===== config.mk =====
export PLATFORM = sky130hd
export DESIGN_NAME = axi_write_to_native_flat
export DESIGN_NICKNAME = d
export VERILOG_FILES = /design/src/rtl/axi_native_pkg.sv /design/src/rtl/axi_write_to_native_if.sv /design/src/rtl/axi_burst_addr_gen.sv /design/src/rtl/axi_write_to_native.sv /design/src/flat_wrapper.sv
export SDC_FILE = /design/constraint.sdc
export NUM_CORES = 1
export LEC_CHECK = 0
export CAP_MARGIN = 20
export CORE_AREA = 2 2 265 267
export DETAILED_ROUTE_END_ITERATION = 7
export DIE_AREA = 0 0 267 269
export SLEW_MARGIN = 20
export SYNTH_ARGS = -nofsm -noshare
export SYNTH_HDL_FRONTEND = slang
export SYNTH_SLANG_ARGS = --single-unit
export TNS_END_PERCENT = 1

===== constraint.sdc =====
create_clock -name sys_clk -period 2.9 [get_ports sys_clk]
set_clock_uncertainty 0.05 [all_clocks]
set_input_delay 0.435 -clock sys_clk [delete_from_list [all_inputs] [get_ports sys_clk]]
set_output_delay 0.435 -clock sys_clk [all_outputs]
set_load 0.05 [all_outputs]

===== src/rtl/axi_native_pkg.sv =====
// Shared encodings for the AXI <-> native bridges: burst types, response
// codes, the bridge FSM states and the WRAP-length legality check.
package axi_native_pkg;

  localparam logic [1:0] BURST_FIXED = 2'b00;
  localparam logic [1:0] BURST_INCR  = 2'b01;
  localparam logic [1:0] BURST_WRAP  = 2'b10;
  localparam logic [1:0] BURST_RSVD  = 2'b11;

  localparam logic [1:0] RESP_OKAY   = 2'b00;
  localparam logic [1:0] RESP_SLVERR = 2'b10;

  typedef enum logic [1:0] {
    IDLE  = 2'd0,
    BURST = 2'd1,
    RESP  = 2'd2
  } state_e;

  // WRAP bursts need a power-of-two beat count of 2, 4, 8 or 16.
  function automatic logic wrap_len_ok(input logic [7:0] len);
    logic ok;
    case (len)
      8'd1, 8'd3, 8'd7, 8'd15: ok = 1'b1;
      default:                 ok = 1'b0;
    endcase
    return ok;
  endfunction

endpackage


===== src/rtl/axi_write_to_native_if.sv =====
// Bundle of the AXI write channels plus the native command and wdata
// streams. The bridge uses the slave modport; the upstream/downstream
// environment uses master.
interface axi_write_to_native_if #(
  parameter int ADDR_W = 32,
  parameter int DATA_W = 256,
  parameter int ID_W   = 1
);
  logic                  axi_aw_valid;
  logic                  axi_aw_ready;
  logic [ADDR_W-1:0]     axi_aw_payload_addr;
  logic [1:0]            axi_aw_payload_burst;
  logic [7:0]            axi_aw_payload_len;
  logic [3:0]            axi_aw_payload_size;
  logic [ID_W-1:0]       axi_aw_payload_id;

  logic                  axi_w_valid;
  logic                  axi_w_ready;
  logic [DATA_W-1:0]     axi_w_payload_data;
  logic [DATA_W/8-1:0]   axi_w_payload_strb;
  logic                  axi_w_last;

  logic                  axi_b_valid;
  logic                  axi_b_ready;
  logic [1:0]            axi_b_payload_resp;
  logic [ID_W-1:0]       axi_b_payload_id;

  logic                  native_cmd_valid;
  logic                  native_cmd_ready;
  logic                  native_cmd_payload_we;
  logic [ADDR_W-1:0]     native_cmd_payload_addr;

  logic                  wdata_valid;
  logic                  wdata_ready;
  logic [DATA_W-1:0]     wdata_payload_data;
  logic [DATA_W/8-1:0]   wdata_payload_we;

  modport slave (
    input  axi_aw_valid, axi_aw_payload_addr, axi_aw_payload_burst,
           axi_aw_payload_len, axi_aw_payload_size, axi_aw_payload_id,
    output axi_aw_ready,
    input  axi_w_valid, axi_w_payload_data, axi_w_payload_strb, axi_w_last,
    output axi_w_ready,
    output axi_b_valid, axi_b_payload_resp, axi_b_payload_id,
    input  axi_b_ready,
    output native_cmd_valid, native_cmd_payload_we, native_cmd_payload_addr,
    input  native_cmd_ready,
    output wdata_valid, wdata_payload_data, wdata_payload_we,
    input  wdata_ready
  );

  modport master (
    output axi_aw_valid, axi_aw_payload_addr, axi_aw_payload_burst,
           axi_aw_payload_len, axi_aw_payload_size, axi_aw_payload_id,
    input  axi_aw_ready,
    output axi_w_valid, axi_w_payload_data, axi_w_payload_strb, axi_w_last,
    input  axi_w_ready,
    input  axi_b_valid, axi_b_payload_resp, axi_b_payload_id,
    output axi_b_ready,
    input  native_cmd_valid, native_cmd_payload_we, native_cmd_payload_addr,
    output native_cmd_ready,
    input  wdata_valid, wdata_payload_data, wdata_payload_we,
    output wdata_ready
  );

endinterface


===== src/rtl/axi_burst_addr_gen.sv =====
// Beat (word) address generator shared by the read and write bridges.
// Loads the start word address on AW, steps it on every command handshake.
module axi_burst_addr_gen
  import axi_native_pkg::*;
#(
  parameter int ADDR_W     = 32,
  parameter int BEAT_SHIFT = 5
) (
  input  logic              clk,
  input  logic              rst,
  input  logic              load,
  input  logic [ADDR_W-1:0] load_addr,
  input  logic [1:0]        load_burst,
  input  logic [7:0]        load_len,
  input  logic              advance,
  output logic [ADDR_W-1:0] word_addr
);

  logic [ADDR_W-1:0] wa_r;
  logic [ADDR_W-1:0] len_mask_r;
  logic [1:0]        mode_r;
  logic [ADDR_W-1:0] wa_next_s;

  // Address register; illegal WRAP lengths and the reserved type fall back to INCR at load.
  always_ff @(posedge clk) begin
    if (rst) begin
      wa_r       <= '0;
      len_mask_r <= '0;
      mode_r     <= BURST_INCR;
    end else if (load) begin
      wa_r       <= load_addr >> BEAT_SHIFT;
      len_mask_r <= ADDR_W'(load_len);
      if (load_burst == BURST_FIXED) begin
        mode_r <= BURST_FIXED;
      end else if ((load_burst == BURST_WRAP) && wrap_len_ok(load_len)) begin
        mode_r <= BURST_WRAP;
      end else begin
        mode_r <= BURST_INCR;
      end
    end else if (advance) begin
      wa_r <= wa_next_s;
    end
  end

  // Next beat address: hold for FIXED, wrap inside the len-aligned window for WRAP, else +1.
  always_comb begin
    wa_next_s = wa_r;
    case (mode_r)
      BURST_FIXED: wa_next_s = wa_r;
      BURST_WRAP:  wa_next_s = (wa_r & ~len_mask_r) |
                               ((wa_r + ADDR_W'(1'b1)) & len_mask_r);
      default:     wa_next_s = wa_r + ADDR_W'(1'b1);
    endcase
  end

  assign word_addr = wa_r;

endmodule


===== src/rtl/axi_write_to_native.sv =====
// AXI write burst -> native write command/data bridge. One burst in flight;
// commands and data beats flow independently and B is returned once both
// streams have moved len+1 beats.
module axi_write_to_native
  import axi_native_pkg::*;
#(
  parameter int ADDR_W     = 32,
  parameter int DATA_W     = 256,
  parameter int ID_W       = 1,
  parameter int BEAT_SHIFT = 5
) (
  input logic                   sys_clk,
  input logic                   sys_rst,
  axi_write_to_native_if.slave  bus
);

  state_e            state_r;
  state_e            state_next_s;
  logic [7:0]        len_r;
  logic [ID_W-1:0]   id_r;
  logic              err_r;
  logic [8:0]        cmd_cnt_r;
  logic [8:0]        dat_cnt_r;
  logic              out_en_r;

  logic              aw_hs_s;
  logic              cmd_active_s;
  logic              dat_active_s;
  logic              cmd_hs_s;
  logic              dat_hs_s;
  logic              cmd_done_s;
  logic              dat_done_s;
  logic              aw_err_s;
  logic [8:0]        len9_s;
  logic [ADDR_W-1:0] word_addr_s;
  logic [DATA_W-1:0]   wdata_s;
  logic [DATA_W/8-1:0] wstrb_s;

  assign len9_s       = {1'b0, len_r};
  assign aw_hs_s      = bus.axi_aw_valid & bus.axi_aw_ready;
  assign cmd_active_s = (state_r == BURST) && (cmd_cnt_r <= len9_s);
  assign dat_active_s = (state_r == BURST) && (dat_cnt_r <= len9_s);
  assign cmd_hs_s     = cmd_active_s & bus.native_cmd_ready;
  assign dat_hs_s     = dat_active_s & bus.axi_w_valid & bus.wdata_ready;
  assign cmd_done_s   = (cmd_cnt_r > len9_s) | (cmd_hs_s & (cmd_cnt_r == len9_s));
  assign dat_done_s   = (dat_cnt_r > len9_s) | (dat_hs_s & (dat_cnt_r == len9_s));
  assign aw_err_s     = (bus.axi_aw_payload_size != 4'(BEAT_SHIFT)) |
                        (bus.axi_aw_payload_burst == BURST_RSVD) |
                        ((bus.axi_aw_payload_burst == BURST_WRAP) &&
                         !wrap_len_ok(bus.axi_aw_payload_len));
  assign wdata_s      = bus.axi_w_payload_data;
  assign wstrb_s      = bus.axi_w_payload_strb;

  axi_burst_addr_gen #(
    .ADDR_W     (ADDR_W),
    .BEAT_SHIFT (BEAT_SHIFT)
  ) u_addr_gen (
    .clk        (sys_clk),
    .rst        (sys_rst),
    .load       (aw_hs_s),
    .load_addr  (bus.axi_aw_payload_addr),
    .load_burst (bus.axi_aw_payload_burst),
    .load_len   (bus.axi_aw_payload_len),
    .advance    (cmd_hs_s),
    .word_addr  (word_addr_s)
  );

  // FSM state register.
  always_ff @(posedge sys_clk) begin
    if (sys_rst) begin
      state_r <= IDLE;
    end else begin
      state_r <= state_next_s;
    end
  end

  // FSM next-state: leave BURST only when both streams finish, RESP on B handshake.
  always_comb begin
    state_next_s = state_r;
    case (state_r)
      IDLE: begin
        if (aw_hs_s) state_next_s = BURST;
        else         state_next_s = IDLE;
      end
      BURST: begin
        if (cmd_done_s && dat_done_s) state_next_s = RESP;
        else                          state_next_s = BURST;
      end
      RESP: begin
        if (bus.axi_b_ready) state_next_s = IDLE;
        else                 state_next_s = RESP;
      end
      default: state_next_s = IDLE;
    endcase
  end

  // Burst context, beat counters, sticky error and the post-reset AW enable.
  always_ff @(posedge sys_clk) begin
    if (sys_rst) begin
      len_r     <= 8'd0;
      id_r      <= '0;
      err_r     <= 1'b0;
      cmd_cnt_r <= 9'd0;
      dat_cnt_r <= 9'd0;
      out_en_r  <= 1'b0;
    end else begin
      out_en_r <= 1'b1;
      if (aw_hs_s) begin
        len_r     <= bus.axi_aw_payload_len;
        id_r      <= bus.axi_aw_payload_id;
        err_r     <= aw_err_s;
        cmd_cnt_r <= 9'd0;
        dat_cnt_r <= 9'd0;
      end else begin
        if (cmd_hs_s) cmd_cnt_r <= cmd_cnt_r + 9'd1;
        if (dat_hs_s) begin
          dat_cnt_r <= dat_cnt_r + 9'd1;
          if (bus.axi_w_last != (dat_cnt_r == len9_s)) err_r <= 1'b1;
        end
      end
    end
  end

  // FSM outputs; W data and strobes pass straight through to the native stream.
  always_comb begin
    bus.axi_aw_ready            = 1'b0;
    bus.axi_w_ready             = 1'b0;
    bus.axi_b_valid             = 1'b0;
    bus.axi_b_payload_resp      = RESP_OKAY;
    bus.axi_b_payload_id        = id_r;
    bus.native_cmd_valid        = 1'b0;
    bus.native_cmd_payload_we   = 1'b1;
    bus.native_cmd_payload_addr = word_addr_s;
    bus.wdata_valid             = 1'b0;
    bus.wdata_payload_data      = wdata_s;
    bus.wdata_payload_we        = wstrb_s;
    case (state_r)
      IDLE: begin
        bus.axi_aw_ready = out_en_r;
      end
      BURST: begin
        bus.native_cmd_valid = cmd_active_s;
        bus.wdata_valid      = dat_active_s & bus.axi_w_valid;
        bus.axi_w_ready      = dat_active_s & bus.wdata_ready;
      end
      RESP: begin
        bus.axi_b_valid        = 1'b1;
        bus.axi_b_payload_resp = err_r ? RESP_SLVERR : RESP_OKAY;
      end
      default: begin
        bus.axi_aw_ready = 1'b0;
      end
    endcase
  end

endmodule

===== src/flat_wrapper.sv =====
// flat-port wrapper written by rule: the top's interface ports become plain ports
module axi_write_to_native_flat import axi_native_pkg::*;
#(
  parameter int ADDR_W     = 32,
  parameter int DATA_W     = 256,
  parameter int ID_W       = 1,
  parameter int BEAT_SHIFT = 5
)
  (sys_clk, sys_rst, bus_axi_aw_valid, bus_axi_aw_payload_addr, bus_axi_aw_payload_burst, bus_axi_aw_payload_len, bus_axi_aw_payload_size, bus_axi_aw_payload_id, bus_axi_aw_ready, bus_axi_w_valid, bus_axi_w_payload_data, bus_axi_w_payload_strb, bus_axi_w_last, bus_axi_w_ready, bus_axi_b_valid, bus_axi_b_payload_resp, bus_axi_b_payload_id, bus_axi_b_ready, bus_native_cmd_valid, bus_native_cmd_payload_we, bus_native_cmd_payload_addr, bus_native_cmd_ready, bus_wdata_valid, bus_wdata_payload_data, bus_wdata_payload_we, bus_wdata_ready);
  axi_write_to_native_if #(.ADDR_W(ADDR_W), .DATA_W(DATA_W), .ID_W(ID_W)) bus_i ();
  input logic sys_clk;
  input logic sys_rst;
  input wire logic [$bits(bus_i.axi_aw_valid)-1:0] bus_axi_aw_valid;
  input wire logic [$bits(bus_i.axi_aw_payload_addr)-1:0] bus_axi_aw_payload_addr;
  input wire logic [$bits(bus_i.axi_aw_payload_burst)-1:0] bus_axi_aw_payload_burst;
  input wire logic [$bits(bus_i.axi_aw_payload_len)-1:0] bus_axi_aw_payload_len;
  input wire logic [$bits(bus_i.axi_aw_payload_size)-1:0] bus_axi_aw_payload_size;
  input wire logic [$bits(bus_i.axi_aw_payload_id)-1:0] bus_axi_aw_payload_id;
  output wire logic [$bits(bus_i.axi_aw_ready)-1:0] bus_axi_aw_ready;
  input wire logic [$bits(bus_i.axi_w_valid)-1:0] bus_axi_w_valid;
  input wire logic [$bits(bus_i.axi_w_payload_data)-1:0] bus_axi_w_payload_data;
  input wire logic [$bits(bus_i.axi_w_payload_strb)-1:0] bus_axi_w_payload_strb;
  input wire logic [$bits(bus_i.axi_w_last)-1:0] bus_axi_w_last;
  output wire logic [$bits(bus_i.axi_w_ready)-1:0] bus_axi_w_ready;
  output wire logic [$bits(bus_i.axi_b_valid)-1:0] bus_axi_b_valid;
  output wire logic [$bits(bus_i.axi_b_payload_resp)-1:0] bus_axi_b_payload_resp;
  output wire logic [$bits(bus_i.axi_b_payload_id)-1:0] bus_axi_b_payload_id;
  input wire logic [$bits(bus_i.axi_b_ready)-1:0] bus_axi_b_ready;
  output wire logic [$bits(bus_i.native_cmd_valid)-1:0] bus_native_cmd_valid;
  output wire logic [$bits(bus_i.native_cmd_payload_we)-1:0] bus_native_cmd_payload_we;
  output wire logic [$bits(bus_i.native_cmd_payload_addr)-1:0] bus_native_cmd_payload_addr;
  input wire logic [$bits(bus_i.native_cmd_ready)-1:0] bus_native_cmd_ready;
  output wire logic [$bits(bus_i.wdata_valid)-1:0] bus_wdata_valid;
  output wire logic [$bits(bus_i.wdata_payload_data)-1:0] bus_wdata_payload_data;
  output wire logic [$bits(bus_i.wdata_payload_we)-1:0] bus_wdata_payload_we;
  input wire logic [$bits(bus_i.wdata_ready)-1:0] bus_wdata_ready;
  assign bus_i.axi_aw_valid = bus_axi_aw_valid;
  assign bus_i.axi_aw_payload_addr = bus_axi_aw_payload_addr;
  assign bus_i.axi_aw_payload_burst = bus_axi_aw_payload_burst;
  assign bus_i.axi_aw_payload_len = bus_axi_aw_payload_len;
  assign bus_i.axi_aw_payload_size = bus_axi_aw_payload_size;
  assign bus_i.axi_aw_payload_id = bus_axi_aw_payload_id;
  assign bus_axi_aw_ready = bus_i.axi_aw_ready;
  assign bus_i.axi_w_valid = bus_axi_w_valid;
  assign bus_i.axi_w_payload_data = bus_axi_w_payload_data;
  assign bus_i.axi_w_payload_strb = bus_axi_w_payload_strb;
  assign bus_i.axi_w_last = bus_axi_w_last;
  assign bus_axi_w_ready = bus_i.axi_w_ready;
  assign bus_axi_b_valid = bus_i.axi_b_valid;
  assign bus_axi_b_payload_resp = bus_i.axi_b_payload_resp;
  assign bus_axi_b_payload_id = bus_i.axi_b_payload_id;
  assign bus_i.axi_b_ready = bus_axi_b_ready;
  assign bus_native_cmd_valid = bus_i.native_cmd_valid;
  assign bus_native_cmd_payload_we = bus_i.native_cmd_payload_we;
  assign bus_native_cmd_payload_addr = bus_i.native_cmd_payload_addr;
  assign bus_i.native_cmd_ready = bus_native_cmd_ready;
  assign bus_wdata_valid = bus_i.wdata_valid;
  assign bus_wdata_payload_data = bus_i.wdata_payload_data;
  assign bus_wdata_payload_we = bus_i.wdata_payload_we;
  assign bus_i.wdata_ready = bus_wdata_ready;
  axi_write_to_native #(.ADDR_W(ADDR_W), .DATA_W(DATA_W), .ID_W(ID_W), .BEAT_SHIFT(BEAT_SHIFT)) u_core (.sys_clk(sys_clk), .sys_rst(sys_rst), .bus(bus_i));
endmodule

# Word level (Yosys, flattened, before mapping)
# Cells that the tools add are included.
[totals]
register_bits = 65
[op_classes]
add_sub_neg = 3
magnitude_cmp = 4
eq_ne = 14
n_mux = 24
n_bitwise = 16
n_reduce_logical = 17
[op_table]
columns = ["operator", "count"]
rows = [
  ["$pmux 32 s2", 1],
  ["$mux 27", 2],
  ["$add 32x1->32 const B", 1],
  ["$and 32x32->32", 1],
  ["$and 32x8->32", 1],
  ["$not 8->32", 1],
  ["$or 32x32->32", 1],
  ["$add 9x1->9 const B", 2],
  ["$eq 9x8->1", 2],
  ["$gt 9x8->1", 2],
  ["$le 9x8->1", 2],
  ["$mux 1", 14],
  ["$mux 2", 6],
  ["$eq 2x2->1 const B", 4],
  ["$eq 8x1->1 const B", 1],
  ["$eq 8x2->1 const B", 1],
  ["$eq 8x3->1 const B", 1],
  ["$eq 8x4->1 const B", 1],
  ["$and 1x1->1", 7],
  ["$logic_not 2->1", 3],
  ["$pmux 2 s3", 1],
  ["$reduce_and 2->1", 3],
  ["$reduce_bool 2->1", 3],
  ["$logic_and 1x1->1", 5],
  ["other kinds (9)", 12],
]

# Logic depth before layout (Yosys ltp)
# Gate-level depths: netlist of run 1.
[logic_depth]
word_depth = 9
ltp_mapped = 10

# Modules after synthesis
# Synthesis of run 1 repeated with hierarchy kept, for this count alone.
[hier_totals]
hier_cells = 817
hier_area_um2 = 6543.8
[by_module_without_submodules]
columns = ["mod", "instances", "cells_per_inst", "area_per_inst_um2"]
rows = [
  ["axi_write_to_native", 1, 515, 4067.7],
  ["axi_burst_addr_gen", 1, 302, 2476.1],
]

# Worst setup path after synthesis of run 1
# OpenSTA, ideal clock, no wires.
[synth_path]
kind = "register to register"
from = "reg u_core.state_r[0]"
to = "reg u_core.u_addr_gen.wa_r[25], in the netlist u_core.u_addr_gen.word_addr[25]"
setup_time_ns = 0.075
t_arrival_ns = 2.769
required_ns = 2.775
slack_ns = 0.006
path_stages_with_launch = 8
period_less_slack_ns = 2.894
path_cell_list = "dfxtp_1 nor3b_1 and2_1 clkbuf_1 clkbuf_1 buf_1 nand2_1 a31oi_1"
[synth_via]
elab_chain_len = 5
word_cells_on_any_way = 10
cone_classes = "eq/ne: 2; mux: 2; bitwise: 2; reduce/logical: 4"
[synth_rtl]
columns = ["item", "line", "text"]
rows = [
  ["start, declared", "axi_write_to_native.sv:17", "state_e state_r;"],
  ["start signal, assigned", "axi_write_to_native.sv:73", "state_r <= state_next_s;"],
  ["$logic_not 2->1 *", "axi_write_to_native.sv:137", "case (state_r)"],
  ["$mux 1 *", "axi_write_to_native.sv:137", ""],
  ["named net bus_axi_aw_ready", "flat_wrapper.sv:19", "output wire logic [$bits(bus_i.axi_aw_ready)-1:0] bus_axi_aw_ready;"],
  ["$and 1x1->1 *", "axi_write_to_native.sv:40", "assign aw_hs_s = bus.axi_aw_valid & bus.axi_aw_ready;"],
  ["$ne 2x1->1 (no source line) or $reduce_bool 2->1 (tied branches)", "-", ""],
  ["$reduce_and 2->1 (no source line)", "-", ""],
  ["end signal, assigned", "axi_burst_addr_gen.sv:31", "wa_r <= load_addr >> BEAT_SHIFT;"],
  ["end signal, assigned", "axi_burst_addr_gen.sv:41", "wa_r <= wa_next_s;"],
  ["end, declared", "axi_burst_addr_gen.sv:19", "logic [ADDR_W-1:0] wa_r;"],
]
# Mark *: on every way through the listed nets, which the timed path passes. The rest lies on a longest branch.
# A chain may end at the register's enable or synchronous reset.

# Final worst setup path of run 1
[layout_path]
from = "reg u_core.len_r[5]"
to = "out bus_native_cmd_valid"
[layout_via]
elab_chain_len = 3
[layout_rtl]
columns = ["item", "line", "text"]
rows = [
  ["start, declared", "axi_write_to_native.sv:19", "logic [7:0] len_r;"],
  ["start signal, assigned", "axi_write_to_native.sv:109", "len_r <= bus.axi_aw_payload_len;"],
  ["$le 9x8->1", "axi_write_to_native.sv:41", "assign cmd_active_s = (state_r == BURST) && (cmd_cnt_r <= len9_s);"],
  ["$logic_and 1x1->1", "axi_write_to_native.sv:41", ""],
  ["$mux 1", "axi_write_to_native.sv:137", ""],
  ["end, declared", "flat_wrapper.sv:29", "output wire logic [$bits(bus_i.native_cmd_valid)-1:0] bus_native_cmd_valid;"],
]
# Every way passes these cells.

==> metrics, run 1 <==
Internal Pwr Total=1.94 mW; final std cells w/o fill=~1,500; number of setup violations in the final report=0; startpoint class of the critical path=flop; Layout area overhead=6.86%; Setup CP Type=flop to primary output; Cells after DPL=1,511; HP Class=flop to flop; die area=71,800 µm²; post-synth cell types=67; Num CTS Buffers=9; number of top-level pins=roughly 670; cell count of the worst reg-to-reg path=9; clock sink total=65; global-route wire length before repair=35,600 µm; final RePlAce weighted congestion=0.749; Die Y=269 µm; Lkg Pwr=1.94 nW; final worst path period share=0.975; Fmax=roughly 0.35 GHz; CP Max Fanout=4; Placeable Area=69,300 µm²; via count=4,597; 1st-iter DRT viols=280; Clk Latency, worst-skew pair=330 ps; Critical-path top delay cell=or3b_4; Post-DRT Antenna Nets=0; max-slew violations=0; GRT overflow=0; Endpoint, Worst Hold=u_core.u_addr_gen.word_addr[31]; setup ws final=72.7 ps; nets=947; Synthesis Warnings=0; largest net degree at the start of global routing=25; antenna violations before repair=5; crit path cell chain=inv_1, ha_1, and4b_2, or3b_4, o21ai_4, nor2_2, nor2b_2, buf_12; worst reg2reg setup slack=roughly 90 ps; Post-Route WL=27,000 µm; Hold-fix buffers, CTS=0; synthesis-stage register bit count=65; Chip Width=267 µm; Seq/Total Area, Yosys=0.215; endpoints failing hold=0; combinational share of power=0.240; drt pass-1 iters=4; maximum vdd ir drop=0.218 mV; clock network fraction of design power=0.414; CP peak stage delay=430 ps; post-DP HPWL=22,000 µm; Initial Util=0.0874; Synth Cell Area=6060 µm²; pre-CTS setup slack=117 ps; clock slew at reported path FFs=60 ps; Reg-to-Reg End=u_core.u_addr_gen.word_addr[8]; PD cells=442 nW/µm²; Post-Synthesis Cells=768; H-Tree Depth=3; Slew HR=0.560; # port buffers=88; reg2reg start=u_core.len_r[5]; maxcap violations=0; post-route setup TNS=0 ps; switching share of power=0.323; maximum root-to-sink buffer count=2; Post-Syn Nets=1,130; EDFF count, synth=0; WP data arrival=2340 ps; status=completed; row count=97; Hold Crit Start=u_core.u_addr_gen.word_addr[31]; root buffer cell=clkbuf_16; asr flop ratio synth=0; CTS tree=done; total track usage=0.0717; vias in the first global route=around 4,500; Worst-Margin Slew=657 ps; Main synth FF type=dfxtp_1; Residual DRC=0; WP data required=2410 ps; vias per cell=3.00; worst hold stages=2; Setup crit end kind=primary output; Routed WL per cell=17.6 µm; share of total power in sequential cells=0.346; mean post-synth cell area=7.89 µm²; Tmin final=2830 ps; Sw Pwr=0.925 mW; RSZ-0062 raised after global routing=yes; layout cells sized above 1=0.139
[Yosys cell counts, types with 10 or more instances]
| cell | instances | share of area |
|---|---|---|
| clkbuf_1 | 19 | 0.012 |
| nand3_1 | 20 | 0.017 |
| o21ai_0 | 10 | 0.0083 |
| or4_1 | 11 | 0.014 |
| a21oi_1 | 40 | 0.033 |
| dfxtp_1 | 65 | 0.21 |
| ha_1 | 19 | 0.039 |
| nand4_1 | 10 | 0.010 |
| buf_4 | 290 | 0.36 |
| nand2_1 | 61 | 0.038 |
| inv_1 | 17 | 0.011 |
| nor2_1 | 42 | 0.026 |
[critical path: cells and delay by family, from the launching register on]
kind / cells / cell delay (ps)
and+or+nand+nor: 4 / 960
DFF: 1 / 380
adders and majority gates: 1 / 290
buffers and inverters: 2 / 260
AOI/OAI and AO/OA: 1 / 120
[metrics by stage]
stage | cell area, µm² | utilization | hold slack (ps) | total power [mW]
after global placement | 6070 | 0.0876 | 412 | 1.65
after detailed placement | 6070 | 0.0876 | 420 | 1.65
final | 6470 | 0.0934 | 426 | 2.86
after global routing | 6470 | 0.0934 | 433 | 2.99
after floorplan | 6060 | - | 399 | 2.43
after CTS | 6410 | 0.0924 | 429 | 2.88
[cells by family (layout without fill, tap and decap cells)]
logic type,Yosys count,count (layout),share of synthesized area
AND/OR/NAND/NOR,197,197,0.166
flip-flops,65,65,0.215
buffers and inverters,331,153,0.386
XOR/XNOR,14,14,0.0202
other,2,3,0.00124
AO/OA/AOI/OAI,134,134,0.162
multiplexers,6,6,0.0101
adder cells (fa/ha/maj),19,19,0.0392
[metal layers]
metal / GRT usage / up-vias / share of wire
li1: - / 2005 / -
met1: 0.0793 / 2063 / 0.39
met2: 0.0997 / 392 / 0.40
met3: 0.0426 / 131 / 0.13
met4: 0.0551 / 6 / 0.078
met5: 0 / - / 0.0013
[cell type report]
type / count / area (µm²)
Tap cell: 940 / 1180
Sequential cell: 65 / 1300
Antenna cell: 1 / 2.50
Fill cell: 8080 / 62800
Clock inverter: 5 / 61.3
Multi-Input combinational cell: 372 / 2470
Inverter: 18 / 67.6
Clock buffer: 11 / 253
Timing Repair Buffer: 119 / 1140
[worst max path at each step]
stage	from	slack, ps	to	cells past startpoint
CTS	u_core.len_r[2]	10	bus_axi_w_ready	7
global placement	u_core.len_r[5]	170	u_core.u_addr_gen.word_addr[8]	8
detailed placement	u_core.len_r[5]	120	u_core.u_addr_gen.word_addr[8]	8
global route	u_core.len_r[7]	-60	bus_native_cmd_valid	8
finish	u_core.len_r[5]	70	bus_native_cmd_valid	8
floorplan	u_core.state_r[0]	6	u_core.u_addr_gen.word_addr[25]	7
[power groups by stage]
stage / logic, mW / clock network [mW] / registers (mW)
after global placement: 0.644 / 0 / 1.01
after CTS: 0.665 / 1.22 / 0.990
final: 0.686 / 1.18 / 0.990
after floorplan: 1.35 / 0 / 1.08
after detailed placement: 0.646 / 0 / 1.01
after global routing: 0.739 / 1.25 / 0.997
[placed cells by master (no fill, tap or decap), types with 9 or more instances in the layout]
cell type / netlist / routed
a21oi_1: 40 / 40
and3_1: 9 / 9
buf_4: 290 / 33
clkbuf_16: 0 / 9
clkdlybuf4s50_1: 0 / 81
dfxtp_1: 65 / 65
ha_1: 19 / 19
inv_1: 17 / 17
nand2_1: 61 / 60
nand3_1: 20 / 20
nand4_1: 10 / 10
nor2_1: 42 / 40
nor3_1: 9 / 9
o211ai_1: 9 / 9
o21ai_0: 10 / 10
or4_1: 11 / 11
xnor2_1: 9 / 9
[what timing repair did]
item	4_1_cts	5_1_grt
setup buffers	1	2
pin swaps	1	2
gates cloned	0	0
gates resized for setup	5	6
setup endpoints to repair	1	26
Note: power is estimated with default switching activity, not from simulation.
==> inputs of run 2 (changes only) <==
--- a/config.mk
+++ b/config.mk
@@ -9,6 +9,7 @@
 export CORE_AREA = 2 2 265 267
 export DETAILED_ROUTE_END_ITERATION = 7
 export DIE_AREA = 0 0 267 269
+export RECOVER_POWER = 50
 export SLEW_MARGIN = 20
 export SYNTH_ARGS = -nofsm -noshare
 export SYNTH_HDL_FRONTEND = slang
==> results of run 2 <==
No change in the layout: final DEF, timing and power equal those of run 1.
